### config.mk
export PLATFORM = sky130hd
export DESIGN_NAME = note_sequencer
export DESIGN_NICKNAME = d
export VERILOG_FILES = /design/src/rtl/note_sequencer.sv
export SDC_FILE = /design/constraint.sdc
export NUM_CORES = 1
export LEC_CHECK = 0
export CAP_MARGIN = 20
export CORE_AREA = 8 8 209 111
export DETAILED_ROUTE_END_ITERATION = 12
export DIE_AREA = 0 0 217 119
export PLACE_DENSITY = 0.59
export SLEW_MARGIN = 20
export SYNTH_ARGS = -nofsm -noshare
export SYNTH_HDL_FRONTEND = slang
export SYNTH_SLANG_ARGS = --single-unit
### constraint.sdc
create_clock -name clk -period 3.4 [get_ports clk]
set_input_delay 0.68 -clock clk [delete_from_list [all_inputs] [get_ports clk]]
set_output_delay 0.68 -clock clk [all_outputs]
set_load 0.1 [all_outputs]
### src/rtl/note_sequencer.sv
// Note sequencer: queues CPU note entries and plays each for its duration in ticks, then an optional silent gap.
// Latency: push at edge N into an idle, empty queue -> LOAD at N+1, mode valid at N+2; pushes while full are dropped and flagged.
module note_sequencer #(
    parameter int DEPTH     = 8,
    parameter int GAP_TICKS = 1
) (
    input  logic        clk,
    input  logic        reset,
    input  logic        wr_en,
    input  logic [31:0] wr_data,
    input  logic        tick,
    input  logic        stop,
    output logic [7:0]  mode,
    output logic [31:0] status
);
    localparam int PTR_W = (DEPTH > 1) ? $clog2(DEPTH) : 1;

    localparam logic [1:0] S_IDLE = 2'd0;
    localparam logic [1:0] S_LOAD = 2'd1;
    localparam logic [1:0] S_PLAY = 2'd2;
    localparam logic [1:0] S_GAP  = 2'd3;

    localparam logic [3:0] LVL_FULL = 4'(DEPTH);
    localparam logic [7:0] GAP_INIT = 8'(GAP_TICKS);

    logic [15:0]      r_mem [DEPTH];
    logic [PTR_W-1:0] r_wr_ptr;
    logic [PTR_W-1:0] r_rd_ptr;
    logic [3:0]       r_level;
    logic             r_overflow;
    logic [1:0]       r_state;
    logic [7:0]       r_mode;
    logic [7:0]       r_remain;
    logic [7:0]       r_gap;

    logic        w_empty;
    logic        w_full;
    logic        w_push;
    logic        w_pop;
    logic [15:0] w_head;
    logic [7:0]  w_note;
    logic [7:0]  w_dur;
    logic        w_unused;

    assign w_empty  = (r_level == 4'd0);
    assign w_full   = (r_level == LVL_FULL);
    assign w_push   = wr_en && !w_full && !stop;
    assign w_pop    = (r_state == S_LOAD) && !stop;
    assign w_head   = r_mem[r_rd_ptr];
    // Codes above 13 have no tone and play as a rest; zero duration still lasts one tick.
    assign w_note   = (w_head[7:0] > 8'd13) ? 8'd0 : w_head[7:0];
    assign w_dur    = (w_head[15:8] == 8'd0) ? 8'd1 : w_head[15:8];
    assign w_unused = ^wr_data[31:16];

    always_ff @(posedge clk) begin
        if (!reset && w_push) begin
            r_mem[r_wr_ptr] <= wr_data[15:0];
        end
    end

    // Full is judged on the pre-edge level, so a push to a full queue is dropped even if LOAD pops this cycle.
    always_ff @(posedge clk) begin
        if (reset || stop) begin
            r_wr_ptr   <= '0;
            r_rd_ptr   <= '0;
            r_level    <= 4'd0;
            r_overflow <= 1'b0;
        end else begin
            if (w_push) begin
                r_wr_ptr <= r_wr_ptr + PTR_W'(1);
            end
            if (w_pop) begin
                r_rd_ptr <= r_rd_ptr + PTR_W'(1);
            end
            case ({w_push, w_pop})
                2'b10:   r_level <= r_level + 4'd1;
                2'b01:   r_level <= r_level - 4'd1;
                default: r_level <= r_level;
            endcase
            if (wr_en && w_full) begin
                r_overflow <= 1'b1;
            end
        end
    end

    always_ff @(posedge clk) begin
        if (reset || stop) begin
            r_state  <= S_IDLE;
            r_mode   <= 8'd0;
            r_remain <= 8'd0;
            r_gap    <= 8'd0;
        end else begin
            case (r_state)
                S_IDLE: begin
                    r_mode <= 8'd0;
                    if (!w_empty) begin
                        r_state <= S_LOAD;
                    end
                end
                S_LOAD: begin
                    r_mode   <= w_note;
                    r_remain <= w_dur;
                    r_state  <= S_PLAY;
                end
                S_PLAY: begin
                    if (tick) begin
                        if (r_remain == 8'd1) begin
                            r_mode   <= 8'd0;
                            r_remain <= 8'd0;
                            if (GAP_TICKS > 0) begin
                                r_state <= S_GAP;
                                r_gap   <= GAP_INIT;
                            end else begin
                                r_state <= w_empty ? S_IDLE : S_LOAD;
                            end
                        end else begin
                            r_remain <= r_remain - 8'd1;
                        end
                    end
                end
                default: begin
                    if (tick) begin
                        if (r_gap == 8'd1) begin
                            r_gap   <= 8'd0;
                            r_state <= w_empty ? S_IDLE : S_LOAD;
                        end else begin
                            r_gap <= r_gap - 8'd1;
                        end
                    end
                end
            endcase
        end
    end

    assign mode   = r_mode;
    assign status = {24'd0, r_overflow, (r_state != S_IDLE), w_full, w_empty, r_level};

endmodule

==> results.cfg, run 1 <==
[detailed_routing]
postRouteAntennaNets = 0
drt_iter0_drc = 402
viasPerCell = 5.09
drc = 0
vias = 4233
drt-wirelength-per-cell_um = 19.3
totalWireLength_um = 16100
firstDrtPassIters = 4

[timing]
final.setup.worst_slack_ns = 0.588
slew_violations = 0
clock_skew_ns = 0.00716
fin_crit_sh_pct = 82.7
setup_viol = 0
hold_violations = 0
fmax_mhz = 356
min_period_ns = 2.81
relSlewSlack_pct = 34.9
fin_tns_setup_ns = 0
rsz0062_at_grt = no
max_slew.worst_pin.slew_ns = 0.974
fin_hold_ws_ns = 0.452

[clock_tree]
cts_tree = done
cts_hold_buf = 0
cts_max_level = 4
cts_made_buffers = 17
clock_path_buffers = 2
cts.repair.resized = 0
clkLatencyLatePin_ns = 0.43
post-cts-setup-buffers = 0
cts.sinks = 168
root_buffer = clkbuf_16
clk_pin_slew_worst_paths_ns = 0.07

[logic_synthesis]
synth_seq_area_share_pct = 64.7
synth_cell_types = 59
synthesis.area_um2 = 7180
synth_edf_count = 128
synthCells = 499
ys.flop_type = edfxtp_1
syn-mean-instance-area_um2 = 14.4
synth-async-reset-ratio_pct = 0
yosysWarnings = 0
synth.area.top_cells = edfxtp_1 (54%), dfxtp_1 (11%), mux4_2 (8.2%), buf_4 (3.0%), nor2_1 (2.5%)
yosys.area.top_type = edfxtp_1
synth_top_cell_area_share_pct = 53.5
ys_ff_latch = 168

[worst_setup_path]
cp_slowest_cell = nor4b_1
path_buf_inv = 0
arrival_ns = 3.18
critPathCaptureType = flop
endpoint = r_level[3]$_SDFFE_PP0P_
worstSetupStartpoint = r_level[1]$_SDFFE_PP0P_
required_ns = 3.76
cpPeakStageDelay_ns = 0.63
path_cells = nor4b_1, nand2b_1, or2_2, ha_1, nor4bb_1, a21oi_1, o21a_1, or3_1, a21oi_1
r2r_cells = 9
start_kind = flop
cpLargestDelayFamily = simple AND/OR/NAND/NOR gates
cp_common_cell = a21oi_1
r2r-start = r_level[1]$_SDFFE_PP0P_
worst_r2r_endpoint = r_level[3]$_SDFFE_PP0P_
crit_fanout = 9
cp.depth = 9
rrSetupSlack_ns = 0.59
crit_type = reg -> reg

[power_and_ir_drop]
p_leak_nw = 2.72
power.density_nw_per_um2 = 528
p_comb_share_pct = 5.9
vdd_drop_max_mv = 0.280
netSwitchingFraction_pct = 25.0
clockPowerShare_pct = 43.7
intPower_mw = 3.31
seqPwrFrac_pct = 50.4
p_sw_mw = 1.10

[global_route]
first_global_vias = 4277
track_usage_pct = 12.6
grt_max_degree = 34
grt_overflow_total = 0
antenna_found_initial = 0
grt_first_pass_wirelength_um = 24900

[place]
gp_congestion = 0.867
dp_cells = 800
io_buffers = 36
hpwl_um = 11000
place_ws_ns = 0.372

[floorplan]
core_area_um2 = 20200
die_width_um = 217
start_util_pct = 35.6
die_h_um = 119
rows = 37
dieArea_um2 = 25800
ios = 77

[final_layout]
fillers = 1841
final_util_pct = 41.4
syn_to_final_growth_pct = 16.4
nets = 596
final_cell_mix = edfxtp_1 (128), nor2_1 (48), dfxtp_1 (39)
drive_gt1_share_pct = 18.6
final_cell_count_no_fill = 832
final_common_cell = edfxtp_1
n_antenna_cell = 0

[job]
cap_violations = 0

[min_path]
hold_class = reg -> reg

[outcome]
status = finished clean
## metal layers
metal	global-route usage (%)	wire [µm]
met1	18.4	8000
met2	18.0	6890
met3	3.99	1030
met4	3.15	132
met5	0	0
## worst min-delay path by stage
| stage | from | to | slack (ns) | depth (start not counted) |
|---|---|---|---|---|
| 4_1_cts | mode[1]$_SDFFE_PP0P_ | mode[1]$_SDFFE_PP0P_ | 0.45 | 2 |
| 6_report | mode[1]$_SDFFE_PP0P_ | mode[1]$_SDFFE_PP0P_ | 0.45 | 2 |
| 3_5_place_dp | mode[7]$_SDFFE_PP0P_ | mode[7]$_SDFFE_PP0P_ | 0.44 | 1 |
| 3_3_place_gp | mode[1]$_SDFFE_PP0P_ | mode[1]$_SDFFE_PP0P_ | 0.44 | 2 |
| 5_1_grt | mode[7]$_SDFFE_PP0P_ | mode[7]$_SDFFE_PP0P_ | 0.47 | 1 |
| 2_1_floorplan | r_overflow$_SDFFE_PP0P_ | r_overflow$_SDFFE_PP0P_ | 0.44 | 2 |
## cells in the mapped netlist (2+ instances only)
| cell | number |
|---|---|
| buf_1 | 2 |
| a31oi_1 | 2 |
| nand3_1 | 5 |
| o21ai_0 | 10 |
| nor4_1 | 12 |
| or3b_2 | 2 |
| and2_1 | 4 |
| nand2_1 | 19 |
| o31ai_1 | 4 |
| a211oi_1 | 5 |
| mux2i_1 | 11 |
| nor2b_1 | 4 |
| o21bai_1 | 2 |
| nor4b_1 | 2 |
| a21oi_1 | 30 |
| nor4bb_1 | 2 |
| a22oi_1 | 2 |
| inv_1 | 11 |
| xor2_1 | 11 |
| clkbuf_1 | 7 |
| nand2b_1 | 5 |
| nor3b_1 | 2 |
| nor2_1 | 48 |
| o221ai_1 | 2 |
| dfxtp_1 | 40 |
| mux2_2 | 3 |
| or4_4 | 2 |
| or4_1 | 3 |
| ha_1 | 13 |
| nand4_1 | 3 |
| o21a_1 | 2 |
| a211o_1 | 2 |
| nor3_1 | 9 |
| buf_4 | 29 |
| or3_1 | 4 |
| edfxtp_1 | 128 |
| or2_2 | 2 |
| buf_2 | 7 |
| or4b_2 | 3 |
| mux4_2 | 26 |
## stage by stage
| step | area (µm²) | power (mW) |
|---|---|---|
| floorplan | 7270 | 2.48 |
| global placement | 7770 | 2.52 |
| detailed placement | 7770 | 2.53 |
| CTS | 8350 | 4.45 |
| global route | 8360 | 4.56 |
| finish | 8360 | 4.41 |
## kinds of logic after synthesis
kind of cell,count (synthesis),synth area share [%]
flops,168,64.7
fa+ha+maj,13,2.27
mux,40,10.2
simple gates,136,10.1
buf+inv,56,4.57
other cells,1,0.0522
xor+xnor,12,1.46
compound gates,73,6.74
## final cells by class
cell class | count | area (µm²) | share of cell area [%]
Clock buffer | 17 | 425 | 5.09
Clock inverter | 15 | 160 | 1.92
Inverter | 11 | 41.3 | 0.494
Multi-Input combinational cell | 298 | 2300 | 27.6
Sequential cell | 168 | 4650 | 55.6
Tap cell | 273 | 342 | 4.09
Timing Repair Buffer | 50 | 435 | 5.21
## power groups by stage
stage	clock (mW)	sequential (mW)	combinational, mW
final	1.93	2.23	0.260
after global routing	2.06	2.23	0.274
after CTS	1.96	2.23	0.259
after detailed placement	0	2.27	0.258
after global placement	0	2.27	0.253
after floorplan	0	2.27	0.208
## worst reg2reg max path, stage by stage, from the launching register on
cell and delay (ns):
dfxtp_1 0.39, nor4b_1 0.63, nand2b_1 0.33, or2_2 0.17
ha_1 0.25, nor4bb_1 0.30, a21oi_1 0.07, o21a_1 0.18
or3_1 0.30, a21oi_1 0.14
## flip-flops by register name, summed over array words and instances (netlist names), named ones only
register and flops:
r_mem 128, mode 8, r_gap 8, r_remain 8, r_level 4, r_rd_ptr 3
r_wr_ptr 3, r_state 2, r_overflow 1
Power figures use the tool's default switching activity.
==> run 2: changes to the inputs <==
- PLACE_DENSITY: 0.59 -> 0.61
- clock period: 3.4 -> 2.35 ns (I/O delays scaled with it)
==> results.cfg, run 2 (synthesized netlist as in run 1, its figures left out) <==
[outcome]
status = finished clean

[worst_setup_path]
worst_r2r_endpoint = r_level[3]$_SDFFE_PP0P_
r2r-start = r_level[3]$_SDFFE_PP0P_
worstSetupStartpoint = wr_en
arrival_ns = 2.60
crit_fanout = 4
start_kind = primary input
required_ns = 2.70
rrSetupSlack_ns = 0.11
critPathCaptureType = flop
endpoint = r_level[3]$_SDFFE_PP0P_
crit_type = in -> reg
r2r_cells = 9

[timing]
relSlewSlack_pct = 54.5
clock_skew_ns = 0.00840
fin_tns_setup_ns = 0
fmax_mhz = 445
setup_viol = 0
fin_crit_sh_pct = 95.7
hold_violations = 0
min_period_ns = 2.25
slew_violations = 0
max_slew.worst_pin.slew_ns = 0.681

[final_layout]
largest_reg_flops = 128
n_antenna_cell = 0
nets = 614
final_cell_mix = edfxtp_1 (128), nor2_1 (48), buf_4 (36)
final_common_cell = edfxtp_1
syn_to_final_growth_pct = 21.8
largest-register = r_mem
drive_gt1_share_pct = 24.1

[clock_tree]
root_buffer = clkbuf_16
cts.sinks = 168
clk_pin_slew_worst_paths_ns = 0.07
cts_made_buffers = 17
cts_max_level = 4
clkLatencyLatePin_ns = 0.42
cts_tree = done
clock_path_buffers = 2

[detailed_routing]
firstDrtPassIters = 5
totalWireLength_um = 16200
viasPerCell = 5.11
drc = 0
postRouteAntennaNets = 0
drt_iter0_drc = 471
vias = 4341
drt-wirelength-per-cell_um = 19.1

[global_route]
track_usage_pct = 12.6
first_global_vias = 4286
grt_overflow_total = 0
grt_first_pass_wirelength_um = 25100
grt_max_degree = 31
antenna_found_initial = 0

[floorplan]
dieArea_um2 = 25800
core_area_um2 = 20200
die_width_um = 217
start_util_pct = 35.6
rows = 37
ios = 77
die_h_um = 119

[place]
gp_congestion = 0.852
hpwl_um = 11600
io_buffers = 36

[job]
cap_violations = 0

[power_and_ir_drop]
p_total_mw = 6.49
p_leak_nw = 2.90
power.density_nw_per_um2 = 743
vdd_drop_max_mv = 0.510

[min_path]
hold_class = reg -> reg
-- run 2: changes by cell type in the layout (fill, tap and decap cells not counted), moves of 2 or more --
cell,change
buf_12,+12
buf_4,+10
clkbuf_16,+5
clkdlybuf4s50_1,-4
dfxtp_1,-4
dfxtp_4,+3
inv_6,-3
inv_8,-3
clkinv_2,+2
clkinvlp_4,-2
ha_1,-2
inv_4,+2
-- run 2: worst min-delay path by stage --
stage                                 start                 endpoint  slack (ns)  depth (start not counted)
global route           mode[0]$_SDFFE_PP0P_     mode[0]$_SDFFE_PP0P_        0.48                          2
detailed placement     mode[1]$_SDFFE_PP0P_     mode[1]$_SDFFE_PP0P_        0.44                          2
finish                 mode[1]$_SDFFE_PP0P_     mode[1]$_SDFFE_PP0P_        0.45                          2
CTS                    mode[1]$_SDFFE_PP0P_     mode[1]$_SDFFE_PP0P_        0.45                          2
global placement       mode[1]$_SDFFE_PP0P_     mode[1]$_SDFFE_PP0P_        0.43                          2
floorplan           r_overflow$_SDFFE_PP0P_  r_overflow$_SDFFE_PP0P_        0.44                          2
-- run 2: final cells by class --
class / instances / area (µm²)
tap: 273 / 342
clock inverter: 9 / 66.3
inverter: 11 / 41.3
clock buffer: 23 / 564
multi-input combinational: 298 / 2360
fill: 1815 / 11400
timing repair buffer: 68 / 711
sequential: 168 / 4660
-- run 2: power breakdown --
part / leakage, nW / total (mW) / internal [mW] / switching (mW)
Clock: 0.316 / 2.88 / 1.71 / 1.17
Combinational: 1.10 / 0.403 / 0.0987 / 0.304
Sequential: 1.48 / 3.22 / 3.20 / 0.0131
Total: 2.90 / 6.49 / 5.01 / 1.48
-- run 2: worst max-delay path, cell delays in order --
cell	delay [ns]
clkdlybuf4s50_1	0.52
nand2b_4	0.06
or2_2	0.31
ha_2	0.23
nor4bb_2	0.26
a21oi_1	0.06
o21a_1	0.17
or3_1	0.34
a21oi_2	0.17
-- run 2: routing by layer --
layer,track usage [%],wire length [µm],vias to the layer above
met4,4.04,199,0
met2,17.9,6990,159
met3,2.98,1240,15
li1,-,-,2000
met5,0,0,-
met1,18.7,7790,2167
-- run 2: stage by stage --
step	hold WS [ns]	utilization [%]	instance area [µm²]	setup slack (ns)	cells
floorplan	0.438	-	7330	-0.128	522
global placement	0.432	40.1	8090	-0.285	818
detailed placement	0.444	40.1	8090	-0.333	818
CTS	0.454	43.2	8720	0.00689	850
global route	0.475	43.3	8740	-0.0127	850
finish	0.445	43.3	8740	0.101	850
-- run 2: what timing repair did --
item                       CTS  global route
hold buffers                 0             0
setup endpoints to repair    0             3
setup buffers                0             0
gates resized for setup      0             5
